[config.mk]
export PLATFORM = sky130hd
export DESIGN_NAME = dip_switch_ctrl
export DESIGN_NICKNAME = d
export VERILOG_FILES = /design/src/rtl/dip_switch_ctrl.sv
export SDC_FILE = /design/constraint.sdc
export NUM_CORES = 1
export LEC_CHECK = 0
export ABC_AREA = 0
export BUFFER_PORTS_ARGS = -buffer_cell sky130_fd_sc_hd__clkbuf_2
export CAP_MARGIN = 25
export CORE_MARGIN = 2
export CORE_UTILIZATION = 30
export CTS_CLUSTER_SIZE = 24
export DETAILED_ROUTE_END_ITERATION = 12
export GPL_TIMING_DRIVEN = 0
export PLACE_DENSITY_LB_ADDON = 0.2
export SYNTH_ARGS = -nofsm -noshare
export SYNTH_HDL_FRONTEND = slang
export SYNTH_SLANG_ARGS = --single-unit
[constraint.sdc]
create_clock -name clk -period 5 [get_ports clk]
set_input_delay 0.5 -clock clk [delete_from_list [all_inputs] [get_ports clk]]
set_output_delay 0.5 -clock clk [all_outputs]
set_load 0.005 [all_outputs]
[src/rtl/dip_switch_ctrl.sv]
// dip_switch_ctrl: synchronised, debounced active-low DIP-switch groups on the
// device bus, with sticky per-group change flags and a maskable level IRQ.
module dip_switch_ctrl #(
    parameter int          N_BYTES   = 8,
    parameter int          DEBOUNCE  = 16,
    parameter logic [31:0] BASE_ADDR = 32'h7f60
) (
    input  logic                 clk,
    input  logic                 reset,
    input  logic [31:0]          Addr,
    input  logic                 WE,
    input  logic [31:0]          WD,
    input  logic [8*N_BYTES-1:0] switch,
    output logic [31:0]          DSout,
    output logic                 IRQ
);
    localparam int            W       = N_BYTES / 4;
    localparam int            CW      = $clog2(DEBOUNCE);
    localparam logic [CW-1:0] CNT_MAX = CW'(DEBOUNCE - 1);
    localparam logic [31:0]   VALID   = 32'hffff_ffff >> (32 - N_BYTES);

    logic [31:0] off;
    logic [29:0] idx;
    logic        aligned;
    logic        sel_status;
    logic        sel_en;

    assign off        = Addr - BASE_ADDR;
    assign idx        = off[31:2];
    assign aligned    = (off[1:0] == 2'b00);
    assign sel_status = aligned && (idx == 30'(W));
    assign sel_en     = aligned && (idx == 30'(W + 1));

    logic [8*N_BYTES-1:0] sync1;
    logic [8*N_BYTES-1:0] sync2;
    logic [8*N_BYTES-1:0] s;
    logic [8*N_BYTES-1:0] s_prev;
    logic [8*N_BYTES-1:0] stable;
    logic [N_BYTES-1:0]   commit;

    always_ff @(posedge clk or negedge reset) begin
        if (!reset) begin
            sync1  <= '0;
            sync2  <= '0;
            s_prev <= '0;
        end else begin
            sync1  <= switch;
            sync2  <= sync1;
            s_prev <= s;
        end
    end

    assign s = ~sync2;

    // A group only counts while its value is steady and differs from stable.
    for (genvar g = 0; g < N_BYTES; g++) begin : g_grp
        logic [7:0]    sg;
        logic [7:0]    pg;
        logic [7:0]    st;
        logic [CW-1:0] cnt;
        logic          hold;

        assign sg        = s[8*g +: 8];
        assign pg        = s_prev[8*g +: 8];
        assign hold      = (sg == pg) && (sg != st);
        assign commit[g] = hold && (cnt == CNT_MAX);
        assign stable[8*g +: 8] = st;

        always_ff @(posedge clk or negedge reset) begin
            if (!reset) begin
                cnt <= '0;
                st  <= '0;
            end else if (!hold) begin
                cnt <= '0;
            end else if (cnt == CNT_MAX) begin
                st  <= sg;
                cnt <= '0;
            end else begin
                cnt <= cnt + CW'(1);
            end
        end
    end

    logic [31:0] status;
    logic [31:0] irq_en;
    logic [31:0] clr;

    assign clr = (WE && sel_status) ? WD : '0;

    // Commit is OR-ed after the clear so a same-cycle set wins.
    always_ff @(posedge clk or negedge reset) begin
        if (!reset) begin
            status <= '0;
            irq_en <= '0;
        end else begin
            status <= ((status & ~clr) | 32'(commit)) & VALID;
            if (WE && sel_en) begin
                irq_en <= WD & VALID;
            end
        end
    end

    assign IRQ = |(status & irq_en);

    always_comb begin
        DSout = '0;
        if (sel_status) begin
            DSout = status;
        end else if (sel_en) begin
            DSout = irq_en;
        end else if (aligned) begin
            for (int k = 0; k < W; k++) begin
                if (idx == 30'(k)) begin
                    DSout = stable[32*k +: 32];
                end
            end
        end
    end
endmodule

==> impl_summary.md, run 1 <==
STA
The least setup slack across all paths after layout is 1.07 ns. The post-route fraction of the period consumed by the critical path is 78.7%. The final critical path time including I/O delays and setup is 3.93 ns. Setup repair after global routing left no endpoint under its margin. The number of pins exceeding their max-slew limit in the final report is 0. Static timing analysis puts the maximum clock frequency at around 0.25 GHz.

The number of failing hold endpoints at the final stage came to 0. The worst clock skew on the final layout is 0.0137 ns. Setup violations remaining at the end of the flow were counted as 0.

Measured against its own limit, the worst slew margin works out to 35.3%. For the pin with the worst max-slew slack, the measured transition is 0.971 ns.

Critical path
The worst setup path is launched from an input pin. At the worst endpoint, the required time is 4.50 ns. STA puts the critical path data arrival time at 3.43 ns. In this run the register-to-register setup slack is 2.45 ns. The largest fanout of any net on the critical path is 10. The critical path is of the input pin to output pin type. The critical path capture point type is an output pin. The depth of the worst register-to-register path is 6.

Pwr
The largest voltage drop on the vdd net is 232 uV. Dividing total power by cell area gives a power density of 363 mW/mm2. In this run the static leakage power is 6.95 nW.

Detailed routing
The number of remaining DRC errors is 0. Dividing the detail-routed via count by the number of cells gives 4.41. The total via count in the routed design is 7,315. The total wire length after detailed routing is between 20 and 30 mm. Dividing the detail-routed wire length by the instance count gives 16.1 um. The number of routed nets with antenna violations is 0. In this run, the number of DRC markers left after iteration 0 of detailed routing was ~300. The first detailed-routing pass took 4 iterations.

Place
The count of placed standard cells including taps is 1,592. Input and output buffers added on the ports amount to 138. Timing analysis after detailed placement gives a worst setup slack of 1.07 ns.

The post-place instance area is 0.0138 mm2. Routability-driven placement finished with a final weighted congestion of 0.822. Detailed placement finished with a half-perimeter wire length of 19.1 mm.

Floorplan
The number of top-level pins is 164. The height of the die is just over 200 um. For this configuration, the core starts out at a cell density of 30.4%.

The floorplan has 74 rows. The total area inside the core boundary comes to 0.0407 mm2. The width of the die is 207 um. The floorplan step defined a die boundary enclosing 0.0429 mm2.

Synth
The Yosys step of the flow raised 0 warnings. After synthesis, the share of flip-flops with an asynchronous set or reset is between 90% and 100%. The top cell type's share of synthesized area is 61.5%. The post-synthesis mux area share is between 9 and 10%.

The synthesized netlist devotes 3.67% of its cell area to compound gates. The arithmetic-cell share of the synthesized area counting full adders, half adders and majority gates is 0.910%. The most used flip-flop cell after synthesis is sky130_fd_sc_hd__dfrtp_1. After synthesis, the mean cell area works out to between 10 and 15 um2.

The portion of the post-synthesis area used by sequential elements is 61.5%. Synthesis handed over a netlist of 919 instances. The cell type with the largest total area after synthesis is sky130_fd_sc_hd__dfrtp_1. After synthesis, the largest family of logic cells by area is simple AND/OR/NAND/NOR gates. The basic-gate share of the synthesized area counting and, or, nand and nor cells is 10.8%. The xor/xnor share of the synthesized area is 10.3%.

The count of state elements after synthesis is 304. In this run the cell area of the synthesized design comes to between 0.01 and 0.015 mm2. Counting every net in the synthesized netlist gives 1,059. The number of distinct library cells after synthesis is 58. Sorting the synthesized cells by area gives the leading types as sky130_fd_sc_hd__dfrtp_1, sky130_fd_sc_hd__xor2_1, sky130_fd_sc_hd__mux2_2. Yosys mapped a number of flops with a built-in enable equal to 0.

Clock tree
The number of hold buffers added after cts is 1. The CTS clock-pin slew for the worst setup and hold paths is 0.05 ns. In this run, CTS created clock tree buffers numbering 36. The TritonCTS clock tree is built. The number of setup buffers added after CTS is 0. The CTS root buffer is sky130_fd_sc_hd__clkbuf_16.

The longest clock path from root to sink contains 3 buffers. The number of H-tree levels is 2. The source-to-sink clock delay at the later pin of the worst-skew pair is 0.52 ns. The total number of clock tree sinks is 304. Once the clock tree was built, the resizer swapped 0 gates to a different size.

Global routing
The total global routing track utilization is 12.8%. Entering global routing, the biggest net connects between 100 and 150 pins. The number of global-route vias before repair is 7,777. Summed over all layers, the global routing overflow is 0.

The initial antenna violation count is 3. The wire length of the first global-routing pass is 43.8 mm.

Final layout
Counting the fill cells in the layout gives about 4,000. The multi-input logic area is 0.00438 mm2. The share of layout cells above drive strength 1 is 27.8%.

The area used by sequential logic in the layout is approximately 0.0076 mm2. The number of nets in the layout is between 1,000 and 1,500. The filler-free cell count of the finished design is 1,659.

Compared with the post-synthesis result, the final layout area differs by 21.3%. Summing all non-filler instances in the final layout gives an area of 0.0150 mm2.

Job
Max-cap violations in this run came to 0.

Min path
The cell depth of the worst min-delay path is 1. The path type of the worst min-delay path is input pin to flip-flop.

Run status
The flow ran to the end, and the final reports show no timing, DRC or antenna violations.
[critical path: stages]
cell and delay (ns):
sky130_fd_sc_hd__clkbuf_2 0.11, sky130_fd_sc_hd__ha_1 0.23, sky130_fd_sc_hd__o2111ai_1 0.39, sky130_fd_sc_hd__nor2_1 0.20
sky130_fd_sc_hd__or3_1 0.33, sky130_fd_sc_hd__a21oi_1 0.26, sky130_fd_sc_hd__nand4_4 0.24, sky130_fd_sc_hd__or3b_1 0.42
sky130_fd_sc_hd__buf_6 0.15, sky130_fd_sc_hd__buf_8 0.15, sky130_fd_sc_hd__nor3_2 0.25, sky130_fd_sc_hd__clkbuf_2 0.17
[state kept, by name (all words and copies together), names as in the netlist]
signal	count
g_grp.st	64
s_prev	64
sync1	64
sync2	64
g_grp.cnt	32
irq_en	8
status	8
[per-stage QoR]
stage / setup TNS, ns / hold WS (ns) / total power (W) / utilization [%]
6_report: 0 / 0.0889 / 0.00544 / 36.8
5_1_grt: 0 / 0.0629 / 0.00568 / 36.8
3_5_place_dp: 0 / 0.335 / 0.00290 / 33.9
2_1_floorplan: 0 / 0.204 / 0.00274 / -
3_3_place_gp: -996.64 / 0.333 / 0.00289 / 33.7
4_1_cts: 0 / 0.0582 / 0.00555 / 36.8
[power breakdown]
part,internal [W],switching (W)
Clock,0.00160,0.000995
Combinational,0.000103,0.000153
Sequential,0.00254,0.0000519
Total,0.00424,0.00120
[worst paths after layout]
path                                 start        endpoint
worst max-delay path               Addr[5]       DSout[21]
worst min-delay path            switch[59]       sync1[59]
worst max register to register   sync2[63]  g_grp[7].st[4]
worst min register to register   sync1[20]       sync2[20]
max in group asynchronous            reset       sync2[22]
min in group asynchronous            reset       sync1[58]
[cells in the final DEF, fill, tap and decap left out, types with 12 or more instances in the layout]
| master | n |
|---|---|
| sky130_fd_sc_hd__and2_1 | 12 |
| sky130_fd_sc_hd__mux2i_1 | 25 |
| sky130_fd_sc_hd__nand2_1 | 21 |
| sky130_fd_sc_hd__xor2_1 | 103 |
| sky130_fd_sc_hd__nand4_1 | 29 |
| sky130_fd_sc_hd__o21ai_0 | 18 |
| sky130_fd_sc_hd__clkbuf_2 | 137 |
| sky130_fd_sc_hd__nand3_1 | 19 |
| sky130_fd_sc_hd__nor3_2 | 25 |
| sky130_fd_sc_hd__xnor2_1 | 43 |
| sky130_fd_sc_hd__clkbuf_1 | 24 |
| sky130_fd_sc_hd__nor4_1 | 16 |
| sky130_fd_sc_hd__nor2_1 | 34 |
| sky130_fd_sc_hd__inv_1 | 68 |
| sky130_fd_sc_hd__clkbuf_16 | 37 |
| sky130_fd_sc_hd__mux2_2 | 57 |
| sky130_fd_sc_hd__dfrtp_1 | 304 |
[kinds of logic after synthesis]
family / count (synthesis)
buffers and inverters: 90
flip-flops: 304
AO/OA/AOI/OAI: 64
XOR/XNOR: 146
AND/OR/NAND/NOR: 208
adder cells (fa/ha/maj): 9
multiplexers: 98
[layer usage]
metal | global-route usage [%] | routed length, um | up-vias
li1 | - | - | 3509
met4 | 4.48 | 637 | 0
met5 | 0 | 0 | -
met2 | 19.9 | 12200 | 135
met3 | 2.79 | 1260 | 43
met1 | 17.6 | 12600 | 3628
[cell usage after synthesis (all sizes together) (2+ instances only)]
cell,number
a211oi,8
xnor2,43
nand2,21
ha,9
clkbuf,15
or4,3
o21ai,18
a31oi,2
nor2b,9
nor4,18
a21o,2
o22ai,2
nand4,30
mux2i,25
o31ai,8
nor2,34
nor3,30
nand3,21
dfrtp,304
and4,7
xor2,103
mux2,65
inv,68
nand2b,7
nand4b,9
mux4,8
o2111ai,2
buf,7
and2,12
or3,3
a21oi,8
a22oi,5
[layout make-up]
cell class | count | share of cell area [%]
multi-input cells | 525 | 29.2
plain buffers | 22 | 0.859
well taps | 532 | 4.44
repair buffers | 142 | 5.28
clock buffers | 52 | 6.94
flip-flops and latches | 304 | 50.7
diodes | 3 | 0.0500
clock inverters | 11 | 0.884
inverters | 68 | 1.70
(Power assumes the default switching activity.)
==> run 2, diff against run 1 <==
--- a/config.mk
+++ b/config.mk
@@ -5,7 +5,7 @@
 export SDC_FILE = /design/constraint.sdc
 export NUM_CORES = 1
 export LEC_CHECK = 0
-export ABC_AREA = 0
+export ABC_AREA = 1
 export BUFFER_PORTS_ARGS = -buffer_cell sky130_fd_sc_hd__clkbuf_2
 export CAP_MARGIN = 25
 export CORE_MARGIN = 2
==> constraint.sdc (replaced) <==
create_clock -name clk -period 3.8 [get_ports clk]
set_input_delay 0.38 -clock clk [delete_from_list [all_inputs] [get_ports clk]]
set_output_delay 0.38 -clock clk [all_outputs]
set_load 0.005 [all_outputs]
==> run 2 against run 1 <==
Synthesized cell count increased by 54%. Cell count is 37% higher. Global-route usage is 1.4 points higher. Flip-flop and latch count unchanged. Clock skew hardly changed. Worst setup slack worse by 0.77 ns. Synthesized area rose by 7.0%. Routed wire length rose by 19%. Via count up 39%. Highest routed layer is now met5. Register-to-register slack worse by 1.2 ns. Die area rose by 6.8%. Cell area is 11% higher.
==> impl_summary.md, run 2 <==
Synth
The most used standard cell by instance count after synthesis is sky130_fd_sc_hd__nand2_1 (was sky130_fd_sc_hd__dfrtp_1). The number of enable-type register cells in the synthesized netlist came to 0 (unchanged). The compound-cell area share of the yosys netlist is 6.85% (was 3.67%). The number of distinct library cells after synthesis came to 46 (was 58). The top cell type's share of synthesized area is 57.5% (was 61.5%). The synthesized netlist net count was 1,557 (was 1,059). The number of warning messages in the yosys log is 0 (unchanged). The cell type with the largest total area after synthesis is sky130_fd_sc_hd__dfrtp_1 (unchanged). Area contributors post-synth: sky130_fd_sc_hd__dfrtp_1, sky130_fd_sc_hd__nand2_1, sky130_fd_sc_hd__inv_1 (was sky130_fd_sc_hd__dfrtp_1, sky130_fd_sc_hd__xor2_1, sky130_fd_sc_hd__mux2_2). The post-synthesis mux area share is 0% (was 9.64%). The most used flip-flop cell after synthesis is sky130_fd_sc_hd__dfrtp_1 (unchanged). The count of state elements after synthesis is 304 (unchanged). The arithmetic-cell share of the synthesized area counting full adders, half adders and majority gates is 0.851% (was 0.910%). The main combinational cell family by area after synthesis is simple AND/OR/NAND/NOR gates (unchanged).

The portion of the post-synthesis area used by sequential elements is 57.5% (was 61.5%). Commonest cells post-synth: sky130_fd_sc_hd__nand2_1, sky130_fd_sc_hd__dfrtp_1, sky130_fd_sc_hd__inv_1 (was sky130_fd_sc_hd__dfrtp_1, sky130_fd_sc_hd__xor2_1, sky130_fd_sc_hd__inv_1). The xor/xnor share of the synthesized area is 4.50% (was 10.3%).

The cell area after technology mapping is 0.0132 mm2 (was 0.0124 mm2). The average cell area after synthesis was 9.34 um2 (was 13.5 um2). The basic-gate share of the synthesized area counting and, or, nand and nor cells is 24.0% (was 10.8%). The share of synthesized registers carrying an async set or reset came to 100% (unchanged).

The count of mapped cells out of synthesis came to 1,417 (was 919).

Pwr
The static power due to leakage was 7.94 nW (was 6.95 nW). The power density normalized to cell area came to 443 mW/mm2 (was 363 mW/mm2). The largest voltage drop on the vdd net was 321 uV (was 232 uV).

Floorplan
The initial core utilization was 30.6% (was 30.4%). The height of the die is 214 um (was 207 um). The die outline area is 0.0458 mm2 (was 0.0429 mm2). The total number of placement rows came to 76 (was 74). The placeable core region is 0.0433 mm2 (was 0.0407 mm2). The width of the die was 214 um (was 207 um).

The number of top-level pins is 164 (unchanged).

Global routing
The total global routing track utilization is 14.1% (was 12.8%). The initial antenna violation count is 4 (was 3). The wire length of the first global-routing pass came to 52.8 mm (was 43.8 mm). The sum of overflow across all layers after global routing was 0 (unchanged). The number of global-route vias before repair is 10,374 (was 7,777).

The maximum number of pins on one net before global-route repair is 96 (was 102).

Critical path
The startpoint type of the worst setup path is an input pin (unchanged). The maximum cell stage delay along the critical path was 0.28 ns (was 0.42 ns). The endpoint of the most critical setup path was DSout[18] (was DSout[21]). The category of the critical setup timing path was input pin to output pin (unchanged). The depth of the worst register-to-register path was 8 (was 6).

The data arrival time at the worst-slack endpoint is 3.13 ns (was 3.43 ns). The largest fanout of any net on the critical path is 10 (unchanged). The critical path's slowest cell was sky130_fd_sc_hd__nor2_1 (was sky130_fd_sc_hd__or3b_1). The data required time of the critical path is 3.42 ns (was 4.50 ns). The critical path capture point type was an output pin (unchanged). The beginning of the worst register-to-register path is g_grp[0].st[6] (was sync2[63]). The startpoint of the worst setup timing path is Addr[5] (unchanged). The worst reg2reg path endpoint is g_grp[0].st[6] (was g_grp[7].st[4]). The setup slack on the worst flop-to-flop path is 1.22 ns (was 2.45 ns).

Crit-path cells: clkbuf_2 -> ha_1 -> nor2_1 -> nor2_4 -> nand3_4 -> nand2_2 -> o21ai_1 -> nand2_1 -> nor2_2 -> nand4_1 -> buf_4 -> buf_4 -> clkbuf_1 -> nand3_1 -> o21ai_1 -> nand2_2 -> inv_2 -> clkbuf_2 (was clkbuf_2 -> ha_1 -> o2111ai_1 -> nor2_1 -> or3_1 -> a21oi_1 -> nand4_4 -> or3b_1 -> buf_6 -> buf_8 -> nor3_2 -> clkbuf_2).

Final layout
The final cell area excluding filler cells is 0.0167 mm2 (was 0.0150 mm2). The number of filler cells placed in the layout is 4,335 (was 3,999). The post-synthesis to final-layout area growth is 26.0% (was 21.3%). The multi-input logic area came to 0.00479 mm2 (was 0.00438 mm2). The filler-free cell count of the finished design came to 2,277 (was 1,659). The area used by sequential logic in the layout came to 0.00761 mm2 (unchanged).

The most frequent standard cell in the layout excluding fill and tap cells is sky130_fd_sc_hd__nand2_1 (was sky130_fd_sc_hd__dfrtp_1). The share of layout cells above drive strength 1 came to 18.8% (was 27.8%). The number of nets in the layout is 1,803 (was 1,239). Top library cells by usage in the layout, fill and taps aside: sky130_fd_sc_hd__nand2_1, sky130_fd_sc_hd__dfrtp_1, sky130_fd_sc_hd__inv_1 (was sky130_fd_sc_hd__dfrtp_1, sky130_fd_sc_hd__clkbuf_2, sky130_fd_sc_hd__xor2_1).

STA
The worst hold-check slack is 0.0806 ns (was 0.0889 ns). The worst clock skew on the final layout is 0.0134 ns (was 0.0137 ns). The post-route fraction of the period consumed by the critical path is slightly above 90%. The worst slew margin relative to its limit is 27.1% (was 35.3%). The measured slew at the worst slew-check pin is 1.08 ns (was 0.971 ns). RSZ-0062 raised after global routing: no (unchanged). The final critical path time including I/O delays and setup is 3.51 ns. The final number of setup-violating endpoints is 0 (unchanged).

Based on the critical path, the design can be clocked at up to 0.285 GHz. The number of failing hold endpoints at the final stage is 0 (unchanged). The least setup slack across all paths after layout was 0.295 ns (was 1.07 ns). The number of pins exceeding their max-slew limit in the final report is 0 (unchanged).

Place
The post-placement setup slack is 0.162 ns (was 1.07 ns). The number of I/O port buffers was 139 (was 138). The global placer's final weighted congestion was 0.862 (was 0.822). The placed wire-length estimate was 23.2 mm (was 19.1 mm). The count of placed standard cells including taps was 2,144 (was 1,592). The post-place instance area is 0.0147 mm2 (was 0.0138 mm2).

Detailed routing
The number of routed nets with antenna violations is 0 (unchanged). The wire length per cell after detailed routing is 13.9 um (was 16.1 um). The count of TritonRoute iterations in the first routing pass is 5 (was 4). The total wire length after detailed routing is 31.7 mm (was 26.8 mm). The count of routing violations after the opening detailed-route iteration came to 695 (was 294). The number of remaining DRC errors is 0 (unchanged). The total via count in the routed design is 10,172 (was 7,315).

The detailed-route vias per instance is 4.47 (was 4.41).

Clock tree
The clock tree buffer depth is 3 (unchanged). The number of CTS-inserted buffers is 35 (was 36). The source-to-sink clock delay at the later pin of the worst-skew pair is 0.52 ns (about the same). The number of H-tree levels is 2 (unchanged). The CTS clock-pin slew for the worst setup and hold paths is 0.06 ns (was 0.05 ns).

The CTS root buffer is sky130_fd_sc_hd__clkbuf_16 (unchanged). The total number of clock tree sinks is 304 (unchanged). The TritonCTS clock tree is built (unchanged).

Min path
The path type of the worst min-delay path is input pin to flip-flop (unchanged).

Job
The max-capacitance violation count is 0 (unchanged).

Run status
Run status: finished clean (unchanged).
==> run 2: where the power goes <==
| part | switching, W | internal (W) |
|---|---|---|
| Sequential | 0.0000704 | 0.00334 |
| Clock | 0.00137 | 0.00219 |
| Combinational | 0.000235 | 0.000174 |
==> run 2: logic make-up after synthesis <==
kind of cell             count (synthesis)
flip-flops                             304
adder cells (fa/ha/maj)                  9
XOR/XNOR                                68
buffers and inverters                  209
AO/OA/AOI/OAI                          154
AND/OR/NAND/NOR                        673
==> run 2: worst max-delay path, delay by kind of cell <==
kind	cells	cell delay [ns]
AND/OR/NAND/NOR	9	1.36
buffers and inverters	6	0.88
AO/OA/AOI/OAI	2	0.26
adder cells (fa/ha/maj)	1	0.21
==> run 2: timing repair <==
item                                   4_1_cts  5_1_grt
resized for setup                            0        2
setup endpoints to repair                    0        7
buffers inserted                             0        2
endpoints found under the hold margin      111        0
hold buffers                                65        0
==> run 2: through the flow <==
| step | total power [W] | setup TNS, ns | util (%) |
|---|---|---|---|
| 6_report | 0.00738 | 0 | 38.5 |
| 3_3_place_gp | 0.00382 | -1301.19 | 33.9 |
| 3_5_place_dp | 0.00384 | 0 | 34.1 |
| 4_1_cts | 0.00753 | 0 | 38.5 |
| 2_1_floorplan | 0.00362 | 0 | - |
| 5_1_grt | 0.00772 | 0 | 38.5 |
==> run 2: cell type report <==
type | instances | area share [%]
sequential | 304 | 45.6
clock buffer | 39 | 5.53
inverter | 186 | 4.19
buffer | 23 | 0.803
tap | 585 | 4.39
clock inverter | 25 | 1.94
multi-input combinational | 904 | 28.8
timing repair buffer | 209 | 8.72
antenna | 2 | 0.0300
==> run 2: worst min-delay path by stage <==
stage	from	to	slack [ns]	cells past startpoint
detailed placement	sync1[11]	sync2[11]	0.33	0
global placement	sync1[25]	sync2[25]	0.33	0
finish	WD[3]	irq_en[3]	0.08	3
CTS	WD[3]	irq_en[3]	0.05	3
global route	WD[1]	irq_en[1]	0.07	3
floorplan	reset	g_grp[0].cnt[0]	0.08	0
==> run 2: layer usage <==
layer	vias up	routed length, um	global-route usage (%)
met5	-	24	0
met4	4	560	4.06
met3	42	1670	2.87
met2	208	14500	22.7
met1	4868	15000	19.3
li1	5050	-	-
==> run 3, diff against run 2 <==
==> constraint.sdc (replaced) <==
create_clock -name clk -period 4.55 [get_ports clk]
set_input_delay 0.455 -clock clk [delete_from_list [all_inputs] [get_ports clk]]
set_output_delay 0.455 -clock clk [all_outputs]
set_load 0.005 [all_outputs]
==> run 3 against run 2 <==
Combinational power down 27%. Cell count down 2.9%. Non-clock buffer count down 66. Sequential power down 16%. Die area unchanged. Sequential share of layout area up 1.9 points. Worst setup slack better by 0.51 ns. Global-route usage down 0.27 points. Total power down 17%. Register-to-register slack better by 0.76 ns. Routed wire length down 1.6%. Clock power down 16%. Critical path type unchanged. Largest cell class unchanged.
==> impl_summary.md, run 3 (synthesis gave the netlist of run 2 again) <==
Clock tree
The number of H-tree levels was 2 (unchanged). The number of CTS-inserted buffers was 35 (unchanged). The TritonCTS clock tree is built (unchanged). The number of gates resized after CTS is 0 (unchanged). The CTS root buffer is sky130_fd_sc_hd__clkbuf_16 (unchanged). The clock tree buffer depth is 3 (unchanged). The source-to-sink clock delay at the later pin of the worst-skew pair is 0.52 ns (about the same). The total number of clock tree sinks is 304 (unchanged).

The CTS clock-pin slew for the worst setup and hold paths came to 0.06 ns (about the same).

Pwr
The static power due to leakage was 7.66 nW (was 7.94 nW). The largest voltage drop on the vdd net is 267 uV (was 321 uV). The power density normalized to cell area is 383 mW/mm2 (was 443 mW/mm2). The total power is 0.00613 W (was 0.00738 W).

Place
The post-place instance area is 0.0147 mm2 (unchanged). The count of placed standard cells including taps is 2,144 (unchanged). The number of I/O port buffers was 139 (unchanged). The placed wire-length estimate is 23.2 mm (unchanged). The global placer's final weighted congestion is 0.862 (unchanged).

Floorplan
The total number of placement rows is 76 (unchanged). The die outline area is 0.0458 mm2 (unchanged). The width of the die is 214 um (unchanged). The height of the die is 214 um (unchanged). The number of top-level pins was 164 (unchanged). The initial core utilization is 30.6% (unchanged). The placeable core region is 0.0433 mm2 (unchanged).

STA
For this run, the top clock speed supported by timing is 0.267 GHz. The worst slew margin relative to its limit is 28.3% (was 27.1%). RSZ-0062 raised after global routing: no (unchanged).

The measured slew at the worst slew-check pin is 1.06 ns (was 1.08 ns). The worst clock skew on the final layout is 0.0126 ns (was 0.0134 ns). The number of failing hold endpoints at the final stage is 0 (unchanged). The worst hold-check slack is 0.0384 ns (was 0.0806 ns). The final critical path time including I/O delays and setup is 3.74 ns.

The final number of setup-violating endpoints is 0 (unchanged). The number of pins exceeding their max-slew limit in the final report was 0 (unchanged). The final critical path takes up between 80 and 90% of the cycle.

Critical path
The beginning of the worst register-to-register path was g_grp[0].st[6] (unchanged). The startpoint type of the worst setup path is an input pin (unchanged). The startpoint of the worst setup timing path is Addr[5] (unchanged). The data arrival time at the worst-slack endpoint came to 3.29 ns (was 3.13 ns). The category of the critical setup timing path is input pin to output pin (unchanged). The largest fanout of any net on the critical path was 10 (unchanged).

The data required time of the critical path was 4.09 ns (was 3.42 ns). The depth of the worst register-to-register path is 8 (unchanged). The critical path capture point type is an output pin (unchanged).

Global routing
The number of global-route vias before repair was 10,081 (was 10,374). The maximum number of pins on one net before global-route repair came to 96 (unchanged). The wire length of the first global-routing pass is 51.6 mm (was 52.8 mm). The sum of overflow across all layers after global routing was 0 (unchanged). The initial antenna violation count is 4 (unchanged). The total global routing track utilization is 13.9% (was 14.1%).

Final layout
The share of layout cells above drive strength 1 is 19.4% (was 18.8%). The final cell area excluding filler cells is 0.0160 mm2 (was 0.0167 mm2). The number of nets in the layout was 1,737 (was 1,803). The most frequent standard cell in the layout excluding fill and tap cells is sky130_fd_sc_hd__nand2_1 (unchanged).

The post-route core utilization is 37.0% (was 38.5%). The filler-free cell count of the finished design is 2,211 (was 2,277). The post-synthesis to final-layout area growth is 21.0% (was 26.0%). Top library cells by usage in the layout, fill and taps aside: sky130_fd_sc_hd__nand2_1, sky130_fd_sc_hd__dfrtp_1, sky130_fd_sc_hd__inv_1 (unchanged).

Detailed routing
The total wire length after detailed routing is 31.2 mm (was 31.7 mm). The total via count in the routed design is 9,894 (was 10,172). The wire length per cell after detailed routing was 14.1 um (was 13.9 um).

The number of routed nets with antenna violations is 0 (unchanged). The number of remaining DRC errors was 0 (unchanged). The count of TritonRoute iterations in the first routing pass is 7 (was 5). The count of routing violations after the opening detailed-route iteration is 666 (was 695). The detailed-route vias per instance is 4.47 (about the same).

Min path
The cell depth of the worst min-delay path is 1 (was 3). The start point of the worst hold path is switch[25] (was WD[3]). The path type of the worst min-delay path was input pin to flip-flop (unchanged).

Job
The max-capacitance violation count is 0 (unchanged).

Run status
Run status: finished clean (unchanged).
run 3: cell count changes in the layout (fill, tap and decap cells not counted):
cell,delta
sky130_fd_sc_hd__clkbuf_2,-1
sky130_fd_sc_hd__buf_4,-2
sky130_fd_sc_hd__clkbuf_1,+1
sky130_fd_sc_hd__dlygate4sd3_1,-64
run 3: repair_timing:
item / CTS / global route
hold buffers: 1 / 0
endpoints found under the hold margin: 47 / 0
setup buffers: 0 / 0
run 3: final timing paths:
path | slack, ns | endpoint
min in group asynchronous | 0.43 | sync1[49]
max | 0.81 | DSout[20]
max in group asynchronous | 2.89 | s_prev[34]
min reg2reg | 0.34 | sync2[41]
max reg2reg | 1.98 | g_grp[0].st[6]
min | 0.04 | sync1[25]
run 3: final cells by class:
cell class	instances	area, um2
plain buffers	23	133
diodes	2	5.00
fillers	4374	27300
multi-input cells	904	4790
inverters	186	698
well taps	585	732
clock buffers	39	922
repair buffers	143	797
clock inverters	25	324
flip-flops and latches	304	7610
run 3: routing by layer:
layer  share of wire (%)  GRT usage (%)  wire length (um)
met4                 1.6           3.80               497
met2                  45           21.9             14200
met5               0.077              0                24
met1                  48           19.3             14900
met3                 5.3           2.85              1650
run 3: critical path: stages:
cell and delay [ns]:
sky130_fd_sc_hd__clkbuf_2 0.11, sky130_fd_sc_hd__ha_1 0.21, sky130_fd_sc_hd__nor2_1 0.28, sky130_fd_sc_hd__nor2_4 0.08, sky130_fd_sc_hd__nand3_4 0.11, sky130_fd_sc_hd__nand2_2 0.08, sky130_fd_sc_hd__o21ai_1 0.16, sky130_fd_sc_hd__nand2_1 0.08
sky130_fd_sc_hd__nor2_2 0.16, sky130_fd_sc_hd__nand4_1 0.32, sky130_fd_sc_hd__inv_2 0.31, sky130_fd_sc_hd__nand2_2 0.16, sky130_fd_sc_hd__buf_2 0.25, sky130_fd_sc_hd__o21ai_1 0.24, sky130_fd_sc_hd__nand2_2 0.10, sky130_fd_sc_hd__inv_2 0.05
sky130_fd_sc_hd__clkbuf_2 0.10
run 3: per-stage QoR:
stage                     setup WS, ns  setup TNS [ns]
after floorplan                   1.73               0
after global routing             0.504               0
after global placement           -3.64        -1095.99
after detailed placement         0.762               0
after CTS                        0.754               0
final                            0.806               0
run 3: where the power goes:
group / internal [W] / switching [W]
registers: 0.00279 / 0.0000588
clock network: 0.00183 / 0.00115
logic: 0.000110 / 0.000188
total: 0.00473 / 0.00140
